**config.mk**
```make
export PLATFORM = sky130hd
export DESIGN_NAME = radix4_mult_ctrl
export DESIGN_NICKNAME = d
export VERILOG_FILES = /design/src/rtl/mult_ctrl_pkg.sv /design/src/rtl/mult_iter_cnt.sv /design/src/rtl/radix4_mult_ctrl.sv
export SDC_FILE = /design/constraint.sdc
export NUM_CORES = 1
export LEC_CHECK = 0
export CORE_MARGIN = 1
export CORE_UTILIZATION = 35
export DETAILED_ROUTE_END_ITERATION = 12
export HOLD_SLACK_MARGIN = 0.02
export PLACE_DENSITY = 0.7
export SLEW_MARGIN = 20
export SYNTH_ARGS = -nofsm -noshare
export SYNTH_HDL_FRONTEND = slang
export SYNTH_SLANG_ARGS = --single-unit
```
**constraint.sdc**
```tcl
create_clock -name clk -period 1.55 [get_ports clk]
set_input_delay 0.31 -clock clk [delete_from_list [all_inputs] [get_ports clk]]
set_output_delay 0.31 -clock clk [all_outputs]
set_load 0.02 [all_outputs]
```
**src/rtl/mult_ctrl_pkg.sv**
```systemverilog
// Shared definitions for the radix-4 multiplier sequencing controller:
// state encoding, operand byte select codes and default iteration count.
package mult_ctrl_pkg;

  localparam int unsigned N_ITER_DEF = 8;
  localparam int unsigned CNT_W_DEF  = 3;

  typedef enum logic [2:0] {
    ST_IDLE  = 3'd0,
    ST_LD_AL = 3'd1,
    ST_LD_AM = 3'd2,
    ST_LD_BL = 3'd3,
    ST_LD_BM = 3'd4,
    ST_CLR   = 3'd5,
    ST_CALC  = 3'd6,
    ST_DONE  = 3'd7
  } state_e;

  localparam logic [1:0] SEL_AL = 2'd0;
  localparam logic [1:0] SEL_AM = 2'd1;
  localparam logic [1:0] SEL_BL = 2'd2;
  localparam logic [1:0] SEL_BM = 2'd3;

endpackage

```
**src/rtl/mult_iter_cnt.sv**
```systemverilog
// Radix-4 iteration counter: synchronous clear, enable, and terminal count
// at N_ITER-1 (self-clears when it is enabled at terminal count).
module mult_iter_cnt #(
  parameter int unsigned N_ITER = 8,
  parameter int unsigned CNT_W  = 3
) (
  input  logic clk,
  input  logic rst,
  input  logic clr_i,
  input  logic en_i,
  output logic tc_o
);

  logic [CNT_W-1:0] cnt_q;
  logic [CNT_W-1:0] cnt_d;

  assign tc_o = (cnt_q == CNT_W'(N_ITER - 1));

  always_comb begin
    cnt_d = cnt_q;
    if (clr_i || (en_i && tc_o)) begin
      cnt_d = '0;
    end else if (en_i) begin
      cnt_d = cnt_q + CNT_W'(1);
    end
  end

  always_ff @(posedge clk or posedge rst) begin
    if (rst) begin
      cnt_q <= '0;
    end else begin
      cnt_q <= cnt_d;
    end
  end

endmodule

```
**src/rtl/radix4_mult_ctrl.sv**
```systemverilog
// Sequencing controller for the radix-4 Booth 16x16 signed multiplier:
// gathers operand bytes, then drives clear/shift/accumulate strobes.
module radix4_mult_ctrl
  import mult_ctrl_pkg::*;
#(
  parameter int unsigned N_ITER = N_ITER_DEF,
  parameter int unsigned CNT_W  = CNT_W_DEF
) (
  input  logic       clk,
  input  logic       rst,
  input  logic       start,
  input  logic       byte_valid,
  output logic       byte_req,
  output logic [1:0] byte_sel,
  output logic       ldAl,
  output logic       ldAm,
  output logic       ldBl,
  output logic       ldBm,
  output logic       lastbit,
  output logic       pr_rst,
  output logic       ldP,
  output logic       shen,
  output logic       ready,
  output logic       busy,
  output logic       done
);

  state_e state_q;
  state_e state_d;
  logic   cnt_clr;
  logic   cnt_en;
  logic   cnt_tc;

  assign cnt_clr = (state_q == ST_CLR);
  assign cnt_en  = (state_q == ST_CALC);

  mult_iter_cnt #(
    .N_ITER (N_ITER),
    .CNT_W  (CNT_W)
  ) u_iter_cnt (
    .clk   (clk),
    .rst   (rst),
    .clr_i (cnt_clr),
    .en_i  (cnt_en),
    .tc_o  (cnt_tc)
  );

  always_ff @(posedge clk or posedge rst) begin
    if (rst) begin
      state_q <= ST_IDLE;
    end else begin
      state_q <= state_d;
    end
  end

  // Next state and output decode; load strobes follow byte_valid within their state.
  always_comb begin
    state_d  = state_q;
    byte_req = 1'b0;
    byte_sel = SEL_AL;
    ldAl     = 1'b0;
    ldAm     = 1'b0;
    ldBl     = 1'b0;
    ldBm     = 1'b0;
    lastbit  = 1'b0;
    pr_rst   = 1'b0;
    ldP      = 1'b0;
    shen     = 1'b0;
    ready    = 1'b0;
    busy     = 1'b0;
    done     = 1'b0;
    unique case (state_q)
      ST_IDLE: begin
        ready = 1'b1;
        if (start) state_d = ST_LD_AL;
      end
      ST_LD_AL: begin
        busy     = 1'b1;
        byte_req = 1'b1;
        byte_sel = SEL_AL;
        ldAl     = byte_valid;
        lastbit  = byte_valid;
        if (byte_valid) state_d = ST_LD_AM;
      end
      ST_LD_AM: begin
        busy     = 1'b1;
        byte_req = 1'b1;
        byte_sel = SEL_AM;
        ldAm     = byte_valid;
        if (byte_valid) state_d = ST_LD_BL;
      end
      ST_LD_BL: begin
        busy     = 1'b1;
        byte_req = 1'b1;
        byte_sel = SEL_BL;
        ldBl     = byte_valid;
        if (byte_valid) state_d = ST_LD_BM;
      end
      ST_LD_BM: begin
        busy     = 1'b1;
        byte_req = 1'b1;
        byte_sel = SEL_BM;
        ldBm     = byte_valid;
        if (byte_valid) state_d = ST_CLR;
      end
      ST_CLR: begin
        busy    = 1'b1;
        pr_rst  = 1'b1;
        state_d = ST_CALC;
      end
      ST_CALC: begin
        busy = 1'b1;
        ldP  = 1'b1;
        shen = 1'b1;
        if (cnt_tc) state_d = ST_DONE;
      end
      ST_DONE: begin
        done    = 1'b1;
        state_d = ST_IDLE;
      end
      default: state_d = ST_IDLE;
    endcase
  end

endmodule

```
==> flow_summary.json, run 1 <==
{
  "status": "complete, no violations",
  "synth_nets": 57,
  "yosysTopAreaCellShare": 0.331,
  "reg2reg_slack_ps": 190,
  "top_usage_layer": "met2",
  "netlist-cell-type-count": 22,
  "ys.flop_type": "dfrtp_1",
  "cts-hold-fix-buffers": 0,
  "initialDrtViolationCount": 6,
  "die_area_sq_um": 1450,
  "cp_max_fo": 7,
  "skew_ps": 1.41,
  "cp_common_cell": "buf_6",
  "numPortBuffers": 17,
  "initial_utilization": 0.393,
  "arrival_ps": 1220,
  "synth_top_family_by_area": "simple AND/OR/NAND/NOR gates",
  "cp-start-kind": "flip-flop",
  "worst_pin_slew_ps": 285,
  "synth_mux_area_frac": 0.0220,
  "antenna_found_initial": 0,
  "crit_type": "reg -> out",
  "drt-vias-per-instance": 4.73,
  "switchingPower_mw": 0.762,
  "ys_warn_count": 0,
  "synthSimpleGateAreaFrac": 0.311,
  "grt_overflow": 0,
  "die-width_microns": 38.0,
  "cpPeakStageDelay_ps": 400,
  "leakagePower_nw": 0.359,
  "area_growth_syn_to_layout_pct": 58.1,
  "switching_share": 0.448,
  "syn_area_sq_um": 454,
  "dr_total_vias": 435,
  "setup_violations": 0,
  "reg2reg_from": "u_iter_cnt.cnt_q[0]$_DFFE_PP0P_",
  "design_power_total_mw": 1.70,
  "wl_per_cell_microns": 11.9,
  "met1_usage": 0.193,
  "nets": 86,
  "clkPwrFrac": 0.078,
  "io_pins": 18,
  "ys_top_cells_by_area": "dfrtp_1, o2bb2ai_1, xnor2_1, ha_1, buf_4",
  "insertion_delay_ps": 230,
  "synth_xor_area_frac": 0.0579,
  "post-route-period-util": 0.987,
  "r2r_cells": 5,
  "synth_compound_area_frac": 0.129,
  "clock-sinks": 6,
  "drc": 0,
  "drive_gt1_frac": 0.487,
  "met3_usage": 0.0349,
  "yosysTopAreaCell": "dfrtp_1",
  "hold_violations": 0,
  "clk_pin_slew_ps": 40,
  "rows": 12,
  "firstDrtPassIters": 3,
  "async_reset_ff_frac": 1.00,
  "relSlewSlack": 0.808,
  "finalCriticalPeriod_ps": 1530,
  "clockBufferDepth": 2,
  "endpoint_kind": "output pin",
  "power_frac_comb": 0.722,
  "p_per_area_nw_per_um2": 2370,
  "hold_class": "in -> async",
  "cts_tree": "done",
  "power.internal_mw": 0.938,
  "synth_edf_count": 0,
  "finalMaxSlewViolations": 0,
  "cts_root_buffer": "clkbuf_4",
  "avgSynthCellArea_sq_um": 8.91,
  "first_global_vias": 376,
  "seqPwrFrac": 0.200,
  "cap_violations": 0,
  "reg2reg_to": "u_iter_cnt.cnt_q[2]$_DFFE_PP0P_",
  "grtUsageTotal": 0.167,
  "max_freq_mhz": 653,
  "n_antenna_cell": 0,
  "netlist_instances": 51,
  "grt_max_degree": 9,
  "ant_nets": 0,
  "htreeDepth": 1,
  "rsz0062_at_grt": "true",
  "crit_chain": "buf_6 -> and3_4 -> nor2_2 -> buf_6",
  "grt_use_met2": 0.275,
  "dp_hpwl_microns": 794,
  "utilization": 0.621,
  "routed_wl_microns": 1090,
  "peakVddDrop_mv": 1.29,
  "critPathSlowestCell": "dfrtp_1",
  "die_h_microns": 38.0,
  "core_area_sq_um": 1160,
  "synthAdderAreaFrac": 0.0551,
  "numCtsBuffers": 3,
  "yosys_register_bits": 6,
  "required_ps": 1240,
  "grt_first_pass_wirelength_microns": 1610,
  "seq_area_frac_synth": 0.331,
  "gp_congestion": 0.740
}
[stage by stage]
stage	setup TNS [ps]	std cells	setup slack, ps	cell area (sq um)	hold WS (ps)
detailed placement	-3610	88	-480	696	518
finish	0	92	19.5	718	277
CTS	-3.83	91	-2.02	684	275
global route	-80.1	92	-40.5	718	318
global placement	-3460	88	-470	696	499
floorplan	0	51	33.7	464	101
[kinds of logic (layout without fill, tap and decap cells)]
| family | Yosys count | in the layout |
|---|---|---|
| xor gates and xnor gates | 3 | 3 |
| muxes | 1 | 1 |
| buffers and inverters | 6 | 33 |
| adders and majority gates | 2 | 2 |
| AOI/OAI and AO/OA | 9 | 9 |
| and+or+nand+nor | 24 | 24 |
| DFF | 6 | 6 |
[cell usage in the layout (no fill, tap or decap), types with 3 or more instances in the layout]
cell / instances
buf_2: 8
dfrtp_1: 4
nor2b_1: 3
buf_4: 13
clkbuf_4: 3
buf_6: 4
nand2_1: 5
o21ai_0: 3
o2bb2ai_1: 3
[flip-flops by register name, indices dropped and copies added, names as in the netlist]
register,flops
u_iter_cnt.cnt_q,3
state_q,3
[layout make-up]
class                      count  area (sq um)
fill                         103           438
multi-input combinational     39           305
timing repair buffer          29           216
sequential                     6           153
clock buffer                   3          22.5
tap                           14          17.5
inverter                       1          3.75
[power groups by stage]
stage | Combinational, mW | Clock, mW | Sequential [mW]
2_1_floorplan | 0.717 | 0 | 0.305
3_3_place_gp | 1.18 | 0 | 0.309
3_5_place_dp | 1.21 | 0 | 0.311
4_1_cts | 1.12 | 0.141 | 0.331
5_1_grt | 1.33 | 0.146 | 0.355
6_report | 1.23 | 0.132 | 0.341
[timing repair]
| action | 4_1_cts | 5_1_grt |
|---|---|---|
| setup buffers | 0 | 1 |
| pin swaps | 2 | 2 |
| gates resized for setup | 65 | 12 |
| endpoints found under the setup margin | 14 | 8 |
[synthesized netlist by cell type (2+ instances only)]
cell / count
buf_4: 3
nor3b_1: 2
a31oi_1: 2
and2b_1: 2
dfrtp_1: 6
nand2_1: 5
xnor2_1: 3
and3b_1: 2
and3_1: 3
ha_1: 2
o2bb2ai_1: 3
o21ai_0: 3
nor2_1: 4
nor2b_1: 3
[layer usage]
| layer | up-vias | part of all wire |
|---|---|---|
| met2 | 12 | 0.51 |
| met1 | 193 | 0.44 |
| met5 | - | 0 |
| met4 | 0 | 0 |
| met3 | 0 | 0.045 |
| li1 | 230 | - |
[worst max-delay path by stage]
stage	startpoint	to	slack, ps	cells past startpoint
after floorplan	state_q[2]$_DFFE_PP0P_	ldAl	30	3
after global placement	byte_valid	ldAm	-470	4
after detailed placement	byte_valid	lastbit	-480	4
after CTS	state_q[0]$_DFFE_PP0P_	busy	-2	4
after global routing	state_q[1]$_DFFE_PP0P_	busy	-40	4
final	state_q[2]$_DFFE_PP0P_	busy	20	4
[critical path: cells and delay by family (launching register included)]
| family | cells | cell delay [ps] |
|---|---|---|
| flops | 1 | 400 |
| buf+inv | 2 | 280 |
| simple gates | 2 | 300 |
No activity file was read; power rests on OpenSTA's default activity.
==> inputs of run 2 (changes only) <==
--- a/config.mk
+++ b/config.mk
@@ -8,8 +8,10 @@
 export CORE_MARGIN = 1
 export CORE_UTILIZATION = 35
 export DETAILED_ROUTE_END_ITERATION = 12
+export GPL_TIMING_DRIVEN = 1
 export HOLD_SLACK_MARGIN = 0.02
 export PLACE_DENSITY = 0.7
+export SETUP_SLACK_MARGIN = 0.05
 export SLEW_MARGIN = 20
 export SYNTH_ARGS = -nofsm -noshare
 export SYNTH_HDL_FRONTEND = slang
==> flow_summary.json, run 2 (synthesis gave the netlist of run 1 again) <==
{
  "dp_hpwl_microns": 794,
  "reg2reg_from": "u_iter_cnt.cnt_q[0]$_DFFE_PP0P_",
  "drc": 0,
  "regArea_sq_um": 153,
  "area_growth_syn_to_layout_pct": 61.2,
  "routed_wl_microns": 1040,
  "crit_start": "state_q[0]$_DFFE_PP0P_",
  "status": "complete, no violations",
  "initial_utilization": 0.393,
  "finalCriticalPeriod_ps": 1540,
  "required_ps": 1240,
  "firstDrtPassIters": 3,
  "numPortBuffers": 17,
  "io_pins": 18,
  "die-width_microns": 38.0,
  "clk_pin_slew_ps": 40,
  "first_global_vias": 382,
  "dr_total_vias": 436,
  "initialDrtViolationCount": 6,
  "dp.cells": 88,
  "drt-vias-per-instance": 4.74,
  "grt_first_pass_wirelength_microns": 1640,
  "final_cells": 92,
  "arrival_ps": 1230,
  "insertion_delay_ps": 230,
  "clock-sinks": 6,
  "skew_ps": 1.41,
  "cp-start-kind": "flip-flop",
  "ant_nets": 0,
  "grt_overflow": 0,
  "worst_pin_slew_ps": 285,
  "drive_gt1_frac": 0.487,
  "gp_congestion": 0.740,
  "post-route-period-util": 0.993,
  "peakVddDrop_mv": 1.24,
  "final_cell_area_sq_um": 732,
  "htreeDepth": 1,
  "most-common-layout-cells": "buf_4, buf_6, nand2_1, buf_2, dfrtp_1",
  "rsz0062_at_grt": "true",
  "endpoint_kind": "output pin",
  "relSlewSlack": 0.808,
  "leakagePower_nw": 0.357,
  "crit_chain": "buf_6 -> nor3_4 -> nor2_1 -> buf_4",
  "grtUsageTotal": 0.169,
  "die_area_sq_um": 1450,
  "multi_input_area_sq_um": 302,
  "place_area_sq_um": 696,
  "preCtsSetupSlack_ps": -480,
  "antenna_found_initial": 0,
  "nets": 86,
  "cap_violations": 0,
  "cts_root_buffer": "clkbuf_4",
  "cp_max_fo": 7,
  "setup_violations": 0,
  "design_power_total_mw": 1.69,
  "numCtsBuffers": 3,
  "hold_class": "in -> async",
  "rows": 12,
  "max_freq_mhz": 650,
  "grt_max_degree": 9,
  "cts_tree": "done",
  "finalMaxSlewViolations": 0,
  "clockBufferDepth": 2,
  "p_per_area_nw_per_um2": 2310,
  "wl_per_cell_microns": 11.3,
  "mostFrequentLayoutCell": "buf_4",
  "cpPeakStageDelay_ps": 440,
  "hold_violations": 0,
  "critPathSlowestCell": "dfrtp_2",
  "reg.largest.list": "state_q: 3 flops, u_iter_cnt.cnt_q: 3 flops",
  "crit_type": "reg -> out",
  "n_antenna_cell": 0,
  "die_h_microns": 38.0,
  "core_area_sq_um": 1160,
  "finalWorstSetupSlack_ps": 10.6,
  "num-fill-cells": 106
}
==> run 2: changes by cell type in the layout (fill, tap and decap cells not counted), sizes merged <==
cell    change
clkbuf      -1
buf         +1
==> run 2: routing by layer <==
| metal | routed length [microns] | track usage | vias up |
|---|---|---|---|
| met3 | 42 | 0.0349 | 0 |
| met5 | 0 | 0 | - |
| li1 | - | - | 232 |
| met1 | 465 | 0.186 | 192 |
| met4 | 0 | 0.107 | 0 |
| met2 | 528 | 0.292 | 12 |
==> run 2: cell type report <==
type | instances | share of cell area
Inverter | 1 | 0.00513
Clock buffer | 3 | 0.0308
Sequential cell | 6 | 0.209
Tap cell | 14 | 0.0239
Timing Repair Buffer | 29 | 0.320
Multi-Input combinational cell | 39 | 0.412
==> run 2: through the flow <==
step | hold WS (ps) | util | TNS, ps
global placement | 499 | 0.602 | -3460
finish | 277 | 0.633 | 0
CTS | 275 | 0.630 | 0
detailed placement | 518 | 0.602 | -3610
global route | 318 | 0.633 | -84.3
floorplan | 101 | - | 0
==> run 2: final timing paths <==
path,to,slack [ps],cells after the start
min reg2reg,u_iter_cnt.cnt_q[2]$_DFFE_PP0P_,520,1
min in group clk,u_iter_cnt.cnt_q[2]$_DFFE_PP0P_,520,1
max reg2reg,u_iter_cnt.cnt_q[2]$_DFFE_PP0P_,190,5
max in group asynchronous,state_q[0]$_DFFE_PP0P_,1080,2
max,busy,10,4
min,state_q[2]$_DFFE_PP0P_,280,2
==> run 2: what timing repair did <==
item | 4_1_cts | 5_1_grt
pin swaps | 2 | 0
setup buffers | 1 | 0
endpoints found under the setup margin | 14 | 13
gates resized for setup | 79 | 5
hold buffers | 0 | 0
gates cloned | 0 | 0
==> run 2: worst max-delay path: cells and delay by family (launching register included) <==
kind                   cells  cell delay, ps
DFF                        1             440
buffers and inverters      2             310
and+or+nand+nor            2             250
==> run 2: power by group <==
| group | switching (mW) | internal, mW | total [mW] |
|---|---|---|---|
| sequential | 0.0966 | 0.243 | 0.340 |
| combinational | 0.608 | 0.613 | 1.22 |
| clock | 0.0455 | 0.0868 | 0.132 |
